--- src/rtl/axis_rr_arbiter.sv ---
// ---------------------------------------------------------------------------
// axis_rr_arbiter
//   Packet-atomic round-robin arbiter. NUM_SRC AXI4-Stream slave sources share
//   one 64-bit AXI4-Stream master port. A granted source owns the master port
//   until the beat carrying its TLAST has transferred. Choosing the next owner
//   takes one idle cycle per packet.
//
// Parameters
//   NUM_SRC  number of slave sources (2..8)
//   SEL_W    width of GRANT and of the round-robin pointer (2**SEL_W >= NUM_SRC)
//   CNT_W    width of the completed-packet counter
//
// Ports
//   ACLK, ARESETN        clock (rising edge) and asynchronous active-low reset
//   S_AXIS_TDATA/TKEEP   packed per-source data/keep, source i at [i*64 +: 64]
//                        and [i*8 +: 8]
//   S_AXIS_TVALID/TLAST  per-source valid and end-of-packet
//   S_AXIS_TREADY        per-source ready, only the granted source sees ready
//   M_AXIS_*             muxed master stream towards the downstream IP
//   GRANT                index of the granted source, meaningful while BUSY=1
//   BUSY                 high while a packet is in flight
//   PKT_CNT              packets forwarded since reset, wraps
// ---------------------------------------------------------------------------
module axis_rr_arbiter #(
  parameter int NUM_SRC = 2,
  parameter int SEL_W   = 3,
  parameter int CNT_W   = 16
) (
  input  logic                  ACLK,
  input  logic                  ARESETN,
  input  logic [NUM_SRC*64-1:0] S_AXIS_TDATA,
  input  logic [NUM_SRC*8-1:0]  S_AXIS_TKEEP,
  input  logic [NUM_SRC-1:0]    S_AXIS_TVALID,
  input  logic [NUM_SRC-1:0]    S_AXIS_TLAST,
  output logic [NUM_SRC-1:0]    S_AXIS_TREADY,
  output logic [63:0]           M_AXIS_TDATA,
  output logic [7:0]            M_AXIS_TKEEP,
  output logic                  M_AXIS_TVALID,
  output logic                  M_AXIS_TLAST,
  input  logic                  M_AXIS_TREADY,
  output logic [SEL_W-1:0]      GRANT,
  output logic                  BUSY,
  output logic [CNT_W-1:0]      PKT_CNT
);

  typedef enum logic [0:0] {
    ST_IDLE = 1'b0,
    ST_PKT  = 1'b1
  } state_t;

  // Sized copies of the source count so pointer arithmetic stays width-exact.
  localparam logic [SEL_W:0]   NUM_SRC_EXT = (SEL_W+1)'(NUM_SRC);
  localparam logic [SEL_W-1:0] LAST_SRC    = SEL_W'(NUM_SRC - 1);

  state_t             state_q, state_d;
  logic [SEL_W-1:0]   ptr_q, ptr_d;
  logic [SEL_W-1:0]   grant_q, grant_d;
  logic [CNT_W-1:0]   pkt_cnt_q, pkt_cnt_d;

  logic [2*NUM_SRC-1:0] valid_dbl;
  logic [2*NUM_SRC-1:0] valid_shift;
  logic [NUM_SRC-1:0]   valid_rot;
  logic                 any_valid;
  logic [SEL_W-1:0]     win_off;
  logic [SEL_W:0]       win_sum;
  logic [SEL_W-1:0]     winner;

  logic        sel_valid;
  logic        sel_last;
  logic [63:0] sel_data;
  logic [7:0]  sel_keep;
  logic        beat_xfer;

  // Round-robin search: rotate the valid vector so bit 0 is the source at
  // ptr, take the lowest set bit, then map the offset back to a source index.
  // Doubling the vector makes the rotation a plain shift.
  always_comb begin
    valid_dbl   = {S_AXIS_TVALID, S_AXIS_TVALID};
    valid_shift = valid_dbl >> ptr_q;
    valid_rot   = valid_shift[NUM_SRC-1:0];
    any_valid   = |valid_rot;
    win_off     = '0;
    for (int i = NUM_SRC - 1; i >= 0; i--) begin
      if (valid_rot[i]) begin
        win_off = SEL_W'(i);
      end
    end
    win_sum = {1'b0, ptr_q} + {1'b0, win_off};
    if (win_sum >= NUM_SRC_EXT) begin
      win_sum = win_sum - NUM_SRC_EXT;
    end
    winner = win_sum[SEL_W-1:0];
  end

  // Data-path mux from the granted source. Selection by comparison keeps any
  // out-of-range grant value harmless instead of indexing past the vectors.
  always_comb begin
    sel_valid     = 1'b0;
    sel_last      = 1'b0;
    sel_data      = '0;
    sel_keep      = '0;
    S_AXIS_TREADY = '0;
    if (state_q == ST_PKT) begin
      for (int i = 0; i < NUM_SRC; i++) begin
        if (grant_q == SEL_W'(i)) begin
          sel_valid        = S_AXIS_TVALID[i];
          sel_last         = S_AXIS_TLAST[i];
          sel_data         = S_AXIS_TDATA[i*64 +: 64];
          sel_keep         = S_AXIS_TKEEP[i*8 +: 8];
          S_AXIS_TREADY[i] = M_AXIS_TREADY;
        end
      end
    end
    M_AXIS_TVALID = sel_valid;
    M_AXIS_TLAST  = sel_last;
    M_AXIS_TDATA  = sel_data;
    M_AXIS_TKEEP  = sel_keep;
    beat_xfer     = sel_valid & M_AXIS_TREADY;
  end

  // Next-state logic. A packet ends only on a transferred TLAST beat; a source
  // that drops TVALID mid-packet simply stalls while keeping its grant. The
  // pointer moves past the finished source so it becomes lowest priority.
  always_comb begin
    state_d   = state_q;
    ptr_d     = ptr_q;
    grant_d   = grant_q;
    pkt_cnt_d = pkt_cnt_q;
    case (state_q)
      ST_IDLE: begin
        if (any_valid) begin
          state_d = ST_PKT;
          grant_d = winner;
        end
      end
      ST_PKT: begin
        if (beat_xfer && sel_last) begin
          state_d   = ST_IDLE;
          ptr_d     = (grant_q == LAST_SRC) ? '0 : grant_q + 1'b1;
          pkt_cnt_d = pkt_cnt_q + 1'b1;
        end
      end
      default: begin
        state_d = ST_IDLE;
      end
    endcase
  end

  always_ff @(posedge ACLK or negedge ARESETN) begin
    if (!ARESETN) begin
      state_q   <= ST_IDLE;
      ptr_q     <= '0;
      grant_q   <= '0;
      pkt_cnt_q <= '0;
    end else begin
      state_q   <= state_d;
      ptr_q     <= ptr_d;
      grant_q   <= grant_d;
      pkt_cnt_q <= pkt_cnt_d;
    end
  end

  assign GRANT   = grant_q;
  assign BUSY    = (state_q == ST_PKT);
  assign PKT_CNT = pkt_cnt_q;

endmodule

--- config.mk ---
export PLATFORM = sky130hd
export DESIGN_NAME = axis_rr_arbiter
export DESIGN_NICKNAME = d
export VERILOG_FILES = /design/src/rtl/axis_rr_arbiter.sv
export SDC_FILE = /design/constraint.sdc
export NUM_CORES = 1
export LEC_CHECK = 0
export CAP_MARGIN = 10
export CELL_PAD_IN_SITES_DETAIL_PLACEMENT = 0
export CELL_PAD_IN_SITES_GLOBAL_PLACEMENT = 1
export CORE_MARGIN = 2
export CORE_UTILIZATION = 16
export CTS_BUF_LIST = sky130_fd_sc_hd__clkbuf_8
export CTS_CLUSTER_DIAMETER = 40
export CTS_CLUSTER_SIZE = 8
export DETAILED_ROUTE_END_ITERATION = 8
export PLACE_DENSITY = 0.77
export SYNTH_ARGS = -nofsm -noshare
export SYNTH_HDL_FRONTEND = slang
export SYNTH_SLANG_ARGS = --single-unit
--- constraint.sdc ---
create_clock -name ACLK -period 1.9 [get_ports ACLK]
set_input_delay 0.38 -clock ACLK [delete_from_list [all_inputs] [get_ports ACLK]]
set_output_delay 0.38 -clock ACLK [all_outputs]
set_load 0.01 [all_outputs]
# After elaboration in Yosys (flattened, before gate mapping)
# Index checks and enable logic that the tools add are counted.
# classes
bitwise_logic	2
n_addsub	4
muxes	22
n_lt_le_gt_ge	1
n_shift	1
eq_ne	1
reduce_logical	5
# op_table
op	count
$mux W64	3
$mux W8	3
$add A16 B1 Y16 const B	1
$mux W1	12
$mux W3	2
$add A3 B1 Y4	1
$ge A4 B2 Y1 const B	1
$reduce_and A2 Y1	2
$shr A4 B3 Y2	1
$add A3 B1 Y3 const B	1
$eq A3 B1 Y1 const B	1
$logic_not A3 Y1	1
$sub A3 B2 Y3 const B	1
$mux W2	1
$pmux W1 S2	1
$reduce_or A2 Y1	1
$and A1 B1 Y1	1
$logic_and A1 B1 Y1	1
$not A1 Y1	1
# word_totals
output_inout_bits	96
in_bits	151
elab_cells	40
register_bits	23

# Logic depth before layout (Yosys ltp)
# Gate-level depths: netlist of run 1.
# depth
ltp_word	8
depth_mapped	8
depth_no_buf	8

# Worst setup path before layout of run 1
# OpenSTA, ideal clock, no wires.
# synth_timing
kind	reg-to-output
from	register grant_q[0], in the netlist GRANT[0]
to	output port M_AXIS_TDATA[10]
slack_ps	-255
arrival_time_ps	1775
n_path_buf	2
path_stages_with_launch	6
required_ps	1520
path_cell_list	dfrtp_1 > clkbuf_1 > nor3_1 > clkbuf_1 > a22oi_1 > nor2b_1
# synth_via
elab_chain_cells	4
elab_cells_between_ends	5
classes_between	1 x eq/ne; 3 x mux; 1 x reduce/logical
# synth_lines
element	line	rtl
start: declaration	57	logic [SEL_W-1:0] grant_q, grant_d;
start signal: assignment	158	grant_q <= grant_d;
$logic_not A3 Y1	105	if (grant_q == SEL_W'(i)) begin
$mux W64	105	
$mux W64 *	105	
$mux W64 *	103	if (state_q == ST_PKT) begin
end: declaration	36	output logic [63:0] M_AXIS_TDATA,
# Mark *: on every way between the ends. The rest lies on a longest branch, timed or not.

# Final worst setup path of run 1
# layout_timing
from	register grant_q[2], in the netlist GRANT[2]
to	register pkt_cnt_q[12], in the netlist PKT_CNT[12]
# layout_via
elab_chain_cells	7
elab_cells_between_ends	11
classes_between	1 x eq/ne; 6 x mux; 1 x bitwise; 3 x reduce/logical
# layout_lines
element	line	rtl
$logic_not A3 Y1	105	
$mux W1 (2 in a row)	105	
$mux W1	103	
$and A1 B1 Y1	118	beat_xfer = sel_valid & M_AXIS_TREADY;
$logic_and A1 B1 Y1 *	137	if (beat_xfer && sel_last) begin
$reduce_and A2 Y1 (no source line) *	n/a	
end signal: assignment	159	pkt_cnt_q <= pkt_cnt_d;
end: declaration	58	logic [CNT_W-1:0] pkt_cnt_q, pkt_cnt_d;
# Marks and branches as above.
# A chain may end at the register's enable or synchronous reset.

==> reports/qor.txt, run 1 <==
DIE
-------------------------------------------------------------------------------------------
Core area ....................................................................   0.0138 mm²
Floorplan die area ...........................................................   0.0149 mm²
Cell Rows ....................................................................           43
Total I/O pin count ..........................................................          247
Height of the die ............................................................       122 µm
Initial core utilization .....................................................        16.2%
Width of the die .............................................................       122 µm

TIMING
-------------------------------------------------------------------------------------------
Crit share post-route ........................................................         118%
Peak clock frequency supported by timing .....................................      445 MHz
Clock period minus final worst setup slack ...................................      2250 ps
Headroom to the max-slew limit ...............................................        58.6%
Final Slew Violations ........................................................            0
Final setup violation count ..................................................           96
Sum Neg Setup Slack ..........................................................   -16,520 ps
Worst clock skew .............................................................      2.53 ps
Unrepaired setup endpoints after global routing ..............................         true
Number of endpoints with negative hold slack in the final report .............            0
Crit path setup slack, layout ................................................      -347 ps
Actual slew at the worst max-slew pin ........................................       620 ps
Smallest hold slack ..........................................................       465 ps

LAYOUT
-------------------------------------------------------------------------------------------
Area added between synthesis and finish ......................................         173%
Final cell area excluding filler cells .......................................  0.00610 mm²
Fin nets .....................................................................          728
Layout cell share with drive strength beyond 1 ...............................        46.6%
Count of inserted antenna diode cells ........................................            0

ROUTING
-------------------------------------------------------------------------------------------
Average routed wire per standard cell ........................................      16.9 µm
Wirelength, routed ...........................................................    12,700 µm
DRC errors left ..............................................................            0
Post-route antenna net violation count .......................................            0
Number of design-rule violations left by the first detailed-router iteration .          112
Total number of vias .........................................................        3,373
Number of iterations in the first detailed-routing pass ......................            4
Number of vias per cell ......................................................         4.48

PLACEMENT
-------------------------------------------------------------------------------------------
Weighted congestion at the end of routability-driven global placement ........        0.795
Place WS .....................................................................      -576 ps
IO buf count .................................................................          246
Cell Area, Placed ............................................................  0.00524 mm²
Detailed Place HPWL ..........................................................      9110 µm

GRT
-------------------------------------------------------------------------------------------
Initial antenna violation count ..............................................            0
Wire length of the first global-routing pass .................................    17,900 µm
Pin count of the biggest net entering global routing .........................           33
Vias in the first global route ...............................................        3,329
Total global routing overflow ................................................            0
Global-route usage over all layers ...........................................        15.2%

CRITICAL PATH
-------------------------------------------------------------------------------------------
Cell with the biggest individual delay on the critical path ..................      or4bb_4
CP startpoint kind ...........................................................    flip-flop
Largest fanout on the critical path ..........................................            5
Data arrival time of the worst path ..........................................      2440 ps
Cell Chain, Critical Path .................................................... buf_6, or4bb_4, or4_4, nor4_4, xor2_1
Maximum cell stage delay along the critical path .............................       550 ps
Critical path start-end classification ....................................... flip-flop to flip-flop
Critical path capture point type .............................................    flip-flop
Worst Path Required ..........................................................      2090 ps

MIN PATH
-------------------------------------------------------------------------------------------
Min-Delay Path Class ......................................................... input port to async pin

LOGIC SYNTHESIS
-------------------------------------------------------------------------------------------
Async SR Flop Fraction .......................................................         100%
Flip-flop and latch count after synthesis ....................................           23
Yosys synthesis warning count ................................................            0
Primary FF master, synth .....................................................      dfrtp_1
Syn Nets .....................................................................          430
Post-Synthesis Cell Area .....................................................  0.00223 mm²
Mean area per synthesized cell ...............................................     8.09 µm²
Cells after synthesis ........................................................          276
Number of distinct standard cells referenced by the synthesized netlist ......           32
Share of the yosys chip area belonging to registers ..........................        25.8%
Number of synthesized flops with an enable pin ...............................            0

PWR
-------------------------------------------------------------------------------------------
Pleak ........................................................................      2.56 nW
Maximum VDD drop .............................................................     0.457 mV
Power Density ................................................................  1190 mW/mm²

OUTCOME
-------------------------------------------------------------------------------------------
Run status ................................................................... complete, but fails checks
Violated checks .............................................................. negative setup slack

CLOCKING
-------------------------------------------------------------------------------------------
TritonCTS buffer count .......................................................            3
Number of clock sinks seen by CTS ............................................           23
Maximum count of clock buffers along a single path ...........................            2
H-tree levels ................................................................            1
Root buffer selected by CTS ..................................................     clkbuf_8
Clock tree from TritonCTS ....................................................        built
Clock network latency to the later pin of the worst-skew pair ................       270 ps
CTS clock-pin slew for the worst setup and hold paths ........................        80 ps

JOB
-------------------------------------------------------------------------------------------
Max-cap violations ...........................................................            0

cell families (layout without fill, tap and decap cells):
group                    count (synthesis)  in the layout  synth area share, %
AO/OA/AOI/OAI                           78             78                 25.7
XOR/XNOR                                16             16                 6.27
adder cells (fa/ha/maj)                  3              3                 1.68
buffers and inverters                   29            325                 5.27
flip-flops                              23             23                 25.8
multiplexers                             4              4                 1.90
AND/OR/NAND/NOR                        123            124                 33.4
layer usage:
| layer | track usage [%] | share of wire (%) | vias up |
|---|---|---|---|
| li1 | - | - | 1610 |
| met1 | 19.2 | 39 | 1624 |
| met2 | 27.3 | 53 | 129 |
| met3 | 2.90 | 6.5 | 10 |
| met4 | 2.08 | 1.0 | 0 |
| met5 | 0 | 0 | - |
state kept, by name, summed over array words and instances (netlist names):
name     flops
PKT_CNT     16
GRANT        3
ptr_q        3
BUSY         1
Yosys cell counts (2+ instances only):
library cell  count  share of area, %
nor2b_1          72                20
ha_1              3               1.7
and3_1            3              0.84
nand2_1          11               1.8
clkbuf_1         24               4.0
nand3_1           7               1.6
inv_1             3              0.50
nor2_1            6               1.0
mux2i_1           2              0.90
a21oi_1           4              0.90
xnor2_1           9               3.5
a22oi_1          72                24
xor2_1            7               2.7
mux2_2            2               1.0
dfrtp_1          23                26
nand4_1           5               1.4
nor3_1            3              0.67
nor4_1            5               1.4
and2_1            2              0.56
final timing paths:
check                                              from                      end  slack [ps]  cells past startpoint
max in group asynchronous                       ARESETN           BUSY$_DFF_PN0_        1170                      2
worst min register to register  PKT_CNT[15]$_DFFE_PN0P_  PKT_CNT[15]$_DFFE_PN0P_         480                      1
worst max-delay path               GRANT[2]$_DFFE_PN0P_  PKT_CNT[12]$_DFFE_PN0P_        -350                      5
min in group ACLK               PKT_CNT[15]$_DFFE_PN0P_  PKT_CNT[15]$_DFFE_PN0P_         480                      1
worst min-delay path                            ARESETN   PKT_CNT[3]$_DFFE_PN0P_         470                      2
worst max register to register     GRANT[2]$_DFFE_PN0P_  PKT_CNT[12]$_DFFE_PN0P_        -350                      5
worst max-delay path: cells and delay by family, from the launching register on:
family                    cells  cell delay (ps)
xor gates and xnor gates      1              170
buffers and inverters         1              140
DFF                           1              460
and+or+nand+nor               3             1410
power by group:
part | internal, W | switching, W | total (W)
clock network | 0.000145 | 0.000156 | 0.000301
registers | 0.000560 | 0.000129 | 0.000688
logic | 0.00348 | 0.00278 | 0.00626
total | 0.00418 | 0.00307 | 0.00725
layout make-up:
cell class	count	area, µm²
multi-input combinational	225	2170
sequential	23	579
timing repair buffer	318	3070
clock inverter	1	3.75
inverter	3	11.3
tap	180	225
clock buffer	3	41.3
fill	1351	7670
through the flow:
step                instances  util, %  total power [W]
floorplan                 276        -          0.00277
global placement          714     38.0          0.00570
detailed placement        714     38.0          0.00574
CTS                       743     40.5          0.00660
global route              753     44.3          0.00772
finish                    753     44.3          0.00725
placed cells by master (no fill, tap or decap), drive strengths merged:
master	Yosys	layout
a21oi	4	4
mux2	2	2
nor3	4	4
nand4	5	5
dlygate4sd2	0	2
nor4	5	5
xor2	7	7
a2111oi	1	1
nor2b	72	72
and2	2	2
or4bb	1	1
ha	3	3
buf	2	143
a22oi	72	72
dlymetal6s2s	0	2
bufbuf	0	1
inv	3	4
and4	1	1
and3	3	3
nor2	6	6
nand2	11	11
nor4b	1	1
o21ai	1	1
or3	1	1
or3b	1	1
clkbuf	24	7
nor4bb	1	1
or4	1	2
nand3	7	7
clkdlybuf4s50	0	166
mux2i	2	2
nor3b	1	1
xnor2	9	9
dfrtp	23	23
repair_timing:
action | CTS | global route
cloned | 8 | 4
pin swaps | 23 | 79
setup buffers | 18 | 8
setup endpoints to repair | 99 | 100
gates resized for setup | 383 | 90
hold buffers | 0 | 0
Power figures use the tool's default switching activity.
==> run 2, diff against run 1 <==
ABC_AREA = 1   (was default)
CORE_UTILIZATION = 18   (was 16)
==> run 2 against run 1 <==
  * The flow still finishes with violations (negative setup slack)
  * Critical path depth rose by 1
  * Sequential share of layout area fell by 0.60 points
  * Total power is 83% lower
  * Cell area increased by 6.5%
  * Die area up 14%
  * Global-route usage up 0.96 points
  * Non-clock buffer count down 7
  * Critical endpoint is now M_AXIS_TDATA[9]
  * Largest cell class unchanged
  * Largest power group is now sequential cells
==> reports/qor.txt, run 2 <==
ROUTING
-------------------------------------------------------------------------------------------
Number of design-rule violations left by the first detailed-router iteration .          163   was 112
Post-route antenna net violation count .......................................            0   unchanged
Number of iterations in the first detailed-routing pass ......................            5   was 4
DRC errors left ..............................................................            0   unchanged
Average routed wire per standard cell ........................................      17.2 µm   was 16.9 µm
Number of vias per cell ......................................................         4.79   was 4.48
Total number of vias .........................................................        4,587   was 3,373
Wirelength, routed ...........................................................    16,500 µm   was 12,700 µm

TIMING
-------------------------------------------------------------------------------------------
Worst clock skew .............................................................      13.2 ps   was 2.53 ps
Crit share post-route ........................................................         105%   was 118%
Crit path setup slack, layout ................................................     -91.4 ps   was -347 ps
Peak clock frequency supported by timing .....................................      502 MHz   was 445 MHz
Unrepaired setup endpoints after global routing ..............................         true   unchanged
Clock period minus final worst setup slack ...................................      1990 ps   was 2250 ps
Final setup violation count ..................................................           38   was 96
Headroom to the max-slew limit ...............................................        76.1%   was 58.6%
Number of endpoints with negative hold slack in the final report .............            0   unchanged
Actual slew at the worst max-slew pin ........................................       357 ps   was 620 ps
Final Slew Violations ........................................................            0   unchanged

JOB
-------------------------------------------------------------------------------------------
Max-cap violations ...........................................................            0   unchanged

LOGIC SYNTHESIS
-------------------------------------------------------------------------------------------
Number of synthesized flops with an enable pin ...............................            0   unchanged
Number of distinct standard cells referenced by the synthesized netlist ......           27   was 32
Cells after synthesis ........................................................          478   was 276
Share of the yosys chip area belonging to registers ..........................        20.0%   was 25.8%
Cell accounting for the most synthesized area ................................      dfrtp_1   unchanged
Primary FF master, synth .....................................................      dfrtp_1   unchanged
Commonest cells in the netlist ............................................... 100 x nand2_1, 84 x nand3_1, 79 x nand4_1   was 72 x a22oi_1, 72 x nor2b_1, 24 x clkbuf_1
Mean area per synthesized cell ...............................................     6.03 µm²   was 8.09 µm²
Yosys top cell area share ....................................................        20.0%   was 25.8%
Syn Nets .....................................................................          632   was 430
Yosys synthesis warning count ................................................            0   unchanged
Post-Synthesis Cell Area .....................................................  0.00288 mm²   was 0.00223 mm²
Most frequently used cell type in the post-synthesis netlist .................      nand2_1
Ranking of synthesized cells by area ......................................... dfrtp_1 20%, nand4_1 17%, nand3_1 15%   was dfrtp_1 26%, a22oi_1 24%, nor2b_1 20%
Flip-flop and latch count after synthesis ....................................           23   unchanged
Async SR Flop Fraction .......................................................         100%   unchanged

LAYOUT
-------------------------------------------------------------------------------------------
Max reg flops ................................................................           16   unchanged
Layout cell share with drive strength beyond 1 ...............................        33.0%   was 46.6%
Filler cell count in the final layout ........................................        1,709   was 1,351
Final cell area excluding filler cells .......................................  0.00650 mm²   was 0.00610 mm²
Count of inserted antenna diode cells ........................................            0   unchanged
Most common library cell in the layout ignoring fill and taps ................ clkdlybuf4s50_1   unchanged
Area added between synthesis and finish ......................................         126%   was 173%
Most frequent cells in the layout ............................................ 166 x clkdlybuf4s50_1, 99 x nand2_1, 79 x nand4_1, 72 x buf_2, 47 x nand3_1   was 166 x clkdlybuf4s50_1, 73 x buf_2, 72 x a22oi_2, 68 x nor2b_1, 26 x buf_4
Post-Route Utilization .......................................................        41.2%   was 44.3%
Multi-input combinational cell area ..........................................  0.00238 mm²   was 0.00217 mm²
Storage cell area ............................................................      578 µm²   was 579 µm²
Fin nets .....................................................................          897   was 728

CRITICAL PATH
-------------------------------------------------------------------------------------------
Largest fanout on the critical path ..........................................           10   was 5
Critical path start-end classification ....................................... flip-flop to primary output   was flip-flop to flip-flop
CP startpoint kind ...........................................................    flip-flop   unchanged
Data arrival time of the worst path ..........................................      1610 ps   was 2440 ps
Worst Path Required ..........................................................      1520 ps   was 2090 ps
Critical path capture point type ............................................. primary output   was flip-flop

GRT
-------------------------------------------------------------------------------------------
Global-route usage over all layers ...........................................        16.2%   was 15.2%
Total global routing overflow ................................................            0   unchanged
Initial antenna violation count ..............................................            0   unchanged
Vias in the first global route ...............................................        4,017   was 3,329
Pin count of the biggest net entering global routing .........................           45   was 33
Wire length of the first global-routing pass .................................    22,000 µm   was 17,900 µm

DIE
-------------------------------------------------------------------------------------------
Cell Rows ....................................................................           46   was 43
Initial core utilization .....................................................        18.3%   was 16.2%
Width of the die .............................................................       130 µm   was 122 µm
Core area ....................................................................   0.0158 mm²   was 0.0138 mm²
Floorplan die area ...........................................................   0.0170 mm²   was 0.0149 mm²
Total I/O pin count ..........................................................          247   unchanged
Height of the die ............................................................       130 µm   was 122 µm

CLOCKING
-------------------------------------------------------------------------------------------
Number of clock sinks seen by CTS ............................................           23   unchanged
Maximum count of clock buffers along a single path ...........................            2   unchanged
Hold_buf cts .................................................................            0   unchanged
Root buffer selected by CTS ..................................................     clkbuf_8   unchanged
TritonCTS buffer count .......................................................            3   unchanged
H-tree levels ................................................................            1   unchanged
Clock tree from TritonCTS ....................................................        built   unchanged
CTS clock-pin slew for the worst setup and hold paths ........................       100 ps   was 80 ps
Clock network latency to the later pin of the worst-skew pair ................       270 ps   about the same

OUTCOME
-------------------------------------------------------------------------------------------
Run status ................................................................... complete, but fails checks   unchanged
Violated checks .............................................................. negative setup slack   unchanged

PLACEMENT
-------------------------------------------------------------------------------------------
Cell Area, Placed ............................................................  0.00585 mm²   was 0.00524 mm²
Weighted congestion at the end of routability-driven global placement ........        0.775   was 0.795
IO buf count .................................................................          246   unchanged
Detailed Place HPWL ..........................................................    10,900 µm   was 9110 µm

PWR
-------------------------------------------------------------------------------------------
Maximum VDD drop .............................................................     0.229 mV   was 0.457 mV
Pleak ........................................................................      3.04 nW   was 2.56 nW
Power Density ................................................................   189 mW/mm²   was 1190 mW/mm²

MIN PATH
-------------------------------------------------------------------------------------------
Min-Delay Path Class ......................................................... input port to async pin   unchanged

==> run 2: cell types whose count changed after synthesis, moves of 4 or more <==
cell | before | now
a21oi_1 | 4 | 74
buf_6 | 1 | 5
inv_2 | 0 | 4
buf_2 | 1 | 8
xnor2_1 | 9 | 2
buf_1 | 0 | 10
inv_1 | 3 | 17
nand4_1 | 5 | 79
nor2b_1 | 72 | 0
nand3_1 | 7 | 84
a22oi_1 | 72 | 0
nor2_1 | 6 | 19
nand2_1 | 11 | 100
==> run 2: routing by layer <==
| layer | vias up | wire length (µm) | GRT usage [%] |
|---|---|---|---|
| li1 | 2239 | - | - |
| met1 | 2186 | 7050 | 21.2 |
| met2 | 156 | 8130 | 29.0 |
| met3 | 6 | 1240 | 2.61 |
| met4 | 0 | 57 | 1.44 |
| met5 | - | 0 | 0 |
==> run 2: final cells by class <==
cell class | instances | share of cell area [%]
sequential | 23 | 8.89
clock buffer | 3 | 0.635
inverter | 21 | 1.33
tap | 216 | 4.16
clock inverter | 1 | 0.115
timing repair buffer | 311 | 48.3
multi-input combinational | 383 | 36.6
==> run 2: metrics by stage <==
stage | cells | hold WS [ps] | TNS (ps) | setup WS [ps] | power (W)
after CTS | 947 | 479 | -4890 | -117 | 0.00122
after global routing | 958 | 499 | -6480 | -163 | 0.00129
after detailed placement | 929 | 518 | -10690 | -245 | 0.000878
after floorplan | 478 | 84.4 | 0 | 137 | 0.000550
after global placement | 929 | 525 | -10550 | -245 | 0.000876
final | 958 | 464 | -1970 | -91.4 | 0.00123
==> run 2: repair_timing <==
action / 4_1_cts / 5_1_grt
cloned: 6 / 7
gates resized for setup: 345 / 77
setup endpoints to repair: 77 / 83
pin swaps: 45 / 36
buffers inserted: 8 / 7
hold endpoints to repair: 0 / 0
==> run 2: cells by family (layout without fill, tap and decap cells) <==
group,Yosys count,after routing,share of synthesized area (%)
compound gates,80,80,14.1
xor+xnor,8,8,2.43
fa+ha+maj,3,3,1.30
buf+inv,72,336,11.2
flops,23,23,20.0
simple gates,292,292,51.0
==> run 2: final timing paths <==
| kind | slack [ps] | endpoint | cells after the start | from |
|---|---|---|---|---|
| setup reg to reg | 100 | PKT_CNT[2]$_DFFE_PN0P_ | 12 | GRANT[2]$_DFFE_PN0P_ |
| setup / recovery | -90 | M_AXIS_TDATA[9] | 6 | GRANT[1]$_DFFE_PN0P_ |
| max in group asynchronous | 1160 | GRANT[0]$_DFFE_PN0P_ | 2 | ARESETN |
| hold / removal | 460 | PKT_CNT[6]$_DFFE_PN0P_ | 2 | ARESETN |
| min in group ACLK | 550 | PKT_CNT[15]$_DFFE_PN0P_ | 2 | PKT_CNT[15]$_DFFE_PN0P_ |
| hold reg to reg | 550 | PKT_CNT[15]$_DFFE_PN0P_ | 2 | PKT_CNT[15]$_DFFE_PN0P_ |
==> run 2: where the power goes <==
group / internal [W] / switching [W] / leakage, nW
registers: 0.000489 / 0 / 0.308
clock network: 0.000149 / 0.000178 / 0.0217
logic: 0.000314 / 0.000100 / 2.71
==> run 2: critical path, cell delays in order (launching register included) <==
cell	delay, ps
dfrtp_1	420
clkinv_4	130
buf_12	160
buf_4	150
nand4_1	140
a21oi_2	200
buf_6	140
==> edit 1, RTL diff (flow settings as in run 1) <==
Reset style: synchronous (`ARESETN`), changed in one clocked block. Comments in the files are not updated.
--- a/src/rtl/axis_rr_arbiter.sv
+++ b/src/rtl/axis_rr_arbiter.sv
@@ -146,7 +146,7 @@
     endcase
   end
 
-  always_ff @(posedge ACLK or negedge ARESETN) begin
+  always_ff @(posedge ACLK) begin
     if (!ARESETN) begin
       state_q   <= ST_IDLE;
       ptr_q     <= '0;
Formal check against the unedited RTL: differs if ARESETN is asserted again (counterexample within 4 cycles, from zero or initial values and one cycle with ARESETN low); with ARESETN held inactive, the same outputs for 10 cycles.
==> edit 1 against run 1 <==
The run still ends with setup timing left; setup slack better by 0.16 ns; routed wire length rose by 2.5%; fmax is 7.6% higher; die area is 0.71% higher; sequential cell count unchanged; area after synthesis grew 0.73%; cell area down 7.9%; critical path type is now reg -> out.
Power is left out: it rests on default switching activity, and per cell area and clock period it moved more than threefold.
==> edit 1: results (changes against run 1) <==
Timing:
- The worst clock skew came to 0.00136 ns (-0.00116 ns).
- The setup TNS is -9.06 ns (+7.46 ns).
- The post-route worst setup slack is -0.189 ns (+0.158 ns).
- The final-report setup violation count is 72 (-25%).
- The final hold slack was 0.476 ns (+0.0112 ns).

Run status:
- The checks that failed: setup timing.
- The flow ran to the end, but the final reports show violations.

Layout:
- The number of fill cells in the layout came to 1,407 (+4.1%).
- The layout cell share with drive strength beyond 1 was 0.371 (-0.0950).
- The count of plain and timing-repair buffers in the layout is 302 (-5.0%).
- The area fraction of clock buffers and clock inverters is 0.00801 (+0.000629).
- The flip-flop and latch share of the layout cell area is 0.0837 (-0.0113).

Setup path:
- The worst setup path endpoint is M_AXIS_TDATA[57].
- The worst reg2reg path endpoint is PKT_CNT[3].
- The maximum fanout along the worst path was 6 (+1).
- The critical path starts at GRANT[1].
- The cell class contributing the biggest share of worst-path delay is buffers and inverters.

Placement:
- The total instance count after detailed placement is 741 (+3.8%).
- The pre-CTS setup slack is -0.509 ns (+0.0666 ns).
- The standard cell area after detailed placement came to 5170 µm² (-1.3%).
- The placed wire-length estimate after detailed placement came to 8.97 mm (-1.5%).
- The final weighted congestion of routability-driven global placement is 0.851 (+7.0%).

Global routing:
- The largest net degree at the start of global routing is 75 (+130%).
- The global-route wire length before repair is 18.6 mm (+3.9%).
- The number of antenna violations at the first check in global routing came to 1 (+1).

Worst hold path:
- The worst hold path belongs to the class reg -> reg.

Synth:
- The number of library cell types mapped by synthesis was 33 (+3.1%).
- The sequential area share after synthesis is 0.205 (-0.0530).
- The most instantiated flip-flop cell in the synthesis netlist is dfxtp_1.
- The async set-reset flop share out of synthesis is 0 (-1.00).
- The post-synthesis net count is 461 (+7.2%).
- The synthesized area divided by synthesized cell count is 7.33 µm² (-9.4%).

Routing:
- The detailed-route wire length per cell is 17.1 µm (+0.72%).
[edit 1: cell types whose count changed after synthesis, sizes merged, moves of 5 or more]
cell	before	now
a21oi	4	12
and3	3	8
dfrtp	23	0
dfxtp	0	23
mux2i	2	9
nand2b	0	5
nor2	6	11
o21ai	1	6
xnor2	9	0
xor2	7	2
[edit 1: kinds of logic after synthesis]
kind of cell / after synthesis / synth area share
simple gates: 141 / 0.365
compound gates: 96 / 0.300
buf+inv: 31 / 0.0556
flops: 23 / 0.205
mux: 11 / 0.0501
fa+ha+maj: 3 / 0.0167
xor+xnor: 2 / 0.00779
[edit 1: what timing repair did]
item	in CTS	in global routing
setup endpoints to repair	85	85
gates resized for setup	347	47
endpoints found under the hold margin	0	0
gates cloned	7	2
pin swaps	2	13
setup buffers	8	4
[edit 1: routing by layer]
metal	vias to the layer above	wire length (µm)	track usage
met5	-	0	0
met4	0	280	0.0424
met3	16	919	0.0242
met2	131	6880	0.294
met1	1664	4980	0.176
li1	1689	-	-
==> edit 2, RTL diff (flow settings as in run 1) <==
Without the edit above. Set the parameter `CNT_W` to 12 (it was 16).
--- a/src/rtl/axis_rr_arbiter.sv
+++ b/src/rtl/axis_rr_arbiter.sv
@@ -24,7 +24,7 @@
 module axis_rr_arbiter #(
   parameter int NUM_SRC = 2,
   parameter int SEL_W   = 3,
-  parameter int CNT_W   = 16
+  parameter int CNT_W   = 12
 ) (
   input  logic                  ACLK,
   input  logic                  ARESETN,
Interface: changed (resized PKT_CNT); port bits go from 247 to 243. The function was not compared with the original's and may differ.
==> edit 2 against run 1 <==
The run still ends with setup timing left; via count shrank 12%; combinational power fell by 18%; power is 18% lower; setup slack gained 0.11 ns; area after synthesis shrank 12%; routed wire length decreased by 9.9%; sequential cell count shrank 4; cell area fell by 21%.
==> edit 2: results (changes against run 1) <==
Placement:
- The final weighted congestion of routability-driven global placement was 0.747 (-6.0%).
- The placed wire-length estimate after detailed placement is 8.80 mm (-3.4%).
- The standard cell area after detailed placement was 4730 µm² (-9.7%).
- The number of buffers added on ports was 242 (-1.6%).

Synth:
- The number of library cell types mapped by synthesis is 29 (-9.4%).
- The post-synthesis net count was 401 (-6.7%).
- By area the synthesized netlist is led by a22oi_1 (27%), dfrtp_1 (24%), nor2b_1 (23%).

Layout:
- The number of nets in the final layout is 663 (-8.9%).
- The number of fill cells in the layout is 1,271 (-5.9%).

Setup path:
- Among all stages on the critical path, the largest delay is contributed by or4_4.
- The worst endpoint data arrival time was 2.32 ns (-0.12 ns).
- The biggest cell delay along the critical path came to 0.59 ns (+0.04 ns).

Timing:
- The post-route worst setup slack came to -0.234 ns (+0.114 ns).
- The final-report setup violation count came to 92 (-4.2%).
- The pin slew with the least headroom to its limit came to 0.360 ns (-0.259 ns).
- The setup TNS is -10.97 ns (+5.55 ns).

Routing:
- The starting DRC count in detailed routing came to 170 (+52%).
- The average via count per standard cell was 4.51 (+0.65%).
- The detailed-routed wire length on met2 is 6.16 mm (-9.0%).
- The routed length on met3 was 855 µm (+3.0%).
- The detailed-routing wirelength on met1 is 4.42 mm (-12%).

Global routing:
- The total global-route track usage came to 0.154 (+0.00178).
- The largest net degree at the start of global routing came to 29 (-12%).
- The via count of the first global-routing pass is 3,011 (-9.6%).

Run status:
- The flow ran to the end, but the final reports show violations.
- The final reports fail on setup timing.

Power and ir drop:
- The worst supply voltage drop on vdd was 423 µV (-7.5%).
- The leakage dissipation came to 0.00206 µW (-19%).
[edit 2: power by group]
part | switching [µW] | internal, µW
sequential | 98.2 | 475
clock | 134 | 146
combinational | 2480 | 2630
[edit 2: cell families after synthesis]
| family | share of synthesized area |
|---|---|
| compound gates | 0.292 |
| xor+xnor | 0.0490 |
| fa+ha+maj | 0.00636 |
| buf+inv | 0.0516 |
| flops | 0.242 |
| mux | 0.0102 |
| simple gates | 0.349 |
[edit 2: through the flow]
stage / total power, µW / hold WS (ns) / util / worst slack, ns / instances
5_1_grt: 6380 / 0.478 / 0.401 / -0.326 / 657
3_3_place_gp: 5670 / 0.477 / 0.394 / -0.507 / 638
2_1_floorplan: 2820 / 0.0844 / - / -0.0205 / 249
6_report: 5960 / 0.465 / 0.401 / -0.234 / 657
4_1_cts: 5590 / 0.476 / 0.382 / -0.234 / 650
3_5_place_dp: 5720 / 0.467 / 0.394 / -0.496 / 638
[edit 2: path summary, 6_finish.rpt]
| kind | start | to | slack [ns] | cells past startpoint |
|---|---|---|---|---|
| max reg2reg | GRANT[1] | PKT_CNT[3] | -0.23 | 6 |
| max | GRANT[1] | PKT_CNT[3] | -0.23 | 6 |
| min in group ACLK | PKT_CNT[11] | PKT_CNT[11] | 0.48 | 1 |
| min | ARESETN | PKT_CNT[2] | 0.46 | 2 |
| max in group asynchronous | ARESETN | GRANT[2] | 1.21 | 2 |
| min reg2reg | PKT_CNT[11] | PKT_CNT[11] | 0.48 | 1 |
[edit 2: final cells by class]
cell class	count	area (µm²)	share of cell area
timing repair buffer	282	2580	0.535
multi-input combinational	205	1530	0.318
sequential	19	479	0.0994
tap	147	184	0.0382
clock buffer	3	41.3	0.00857
clock inverter	1	5.00	0.00104
[edit 2: timing repair]
item	in CTS	in global routing
setup buffers	7	6
hold buffers	0	0
gates resized for setup	320	43
pin swaps	8	12
gates cloned	2	3
setup endpoints to repair	92	93
[edit 2: metal layers]
layer  global-route usage  up-vias
met3               0.0258        5
met1                0.183     1411
met4               0.0145        0
li1                     -     1428
met2                0.298      118
met5                    0        -
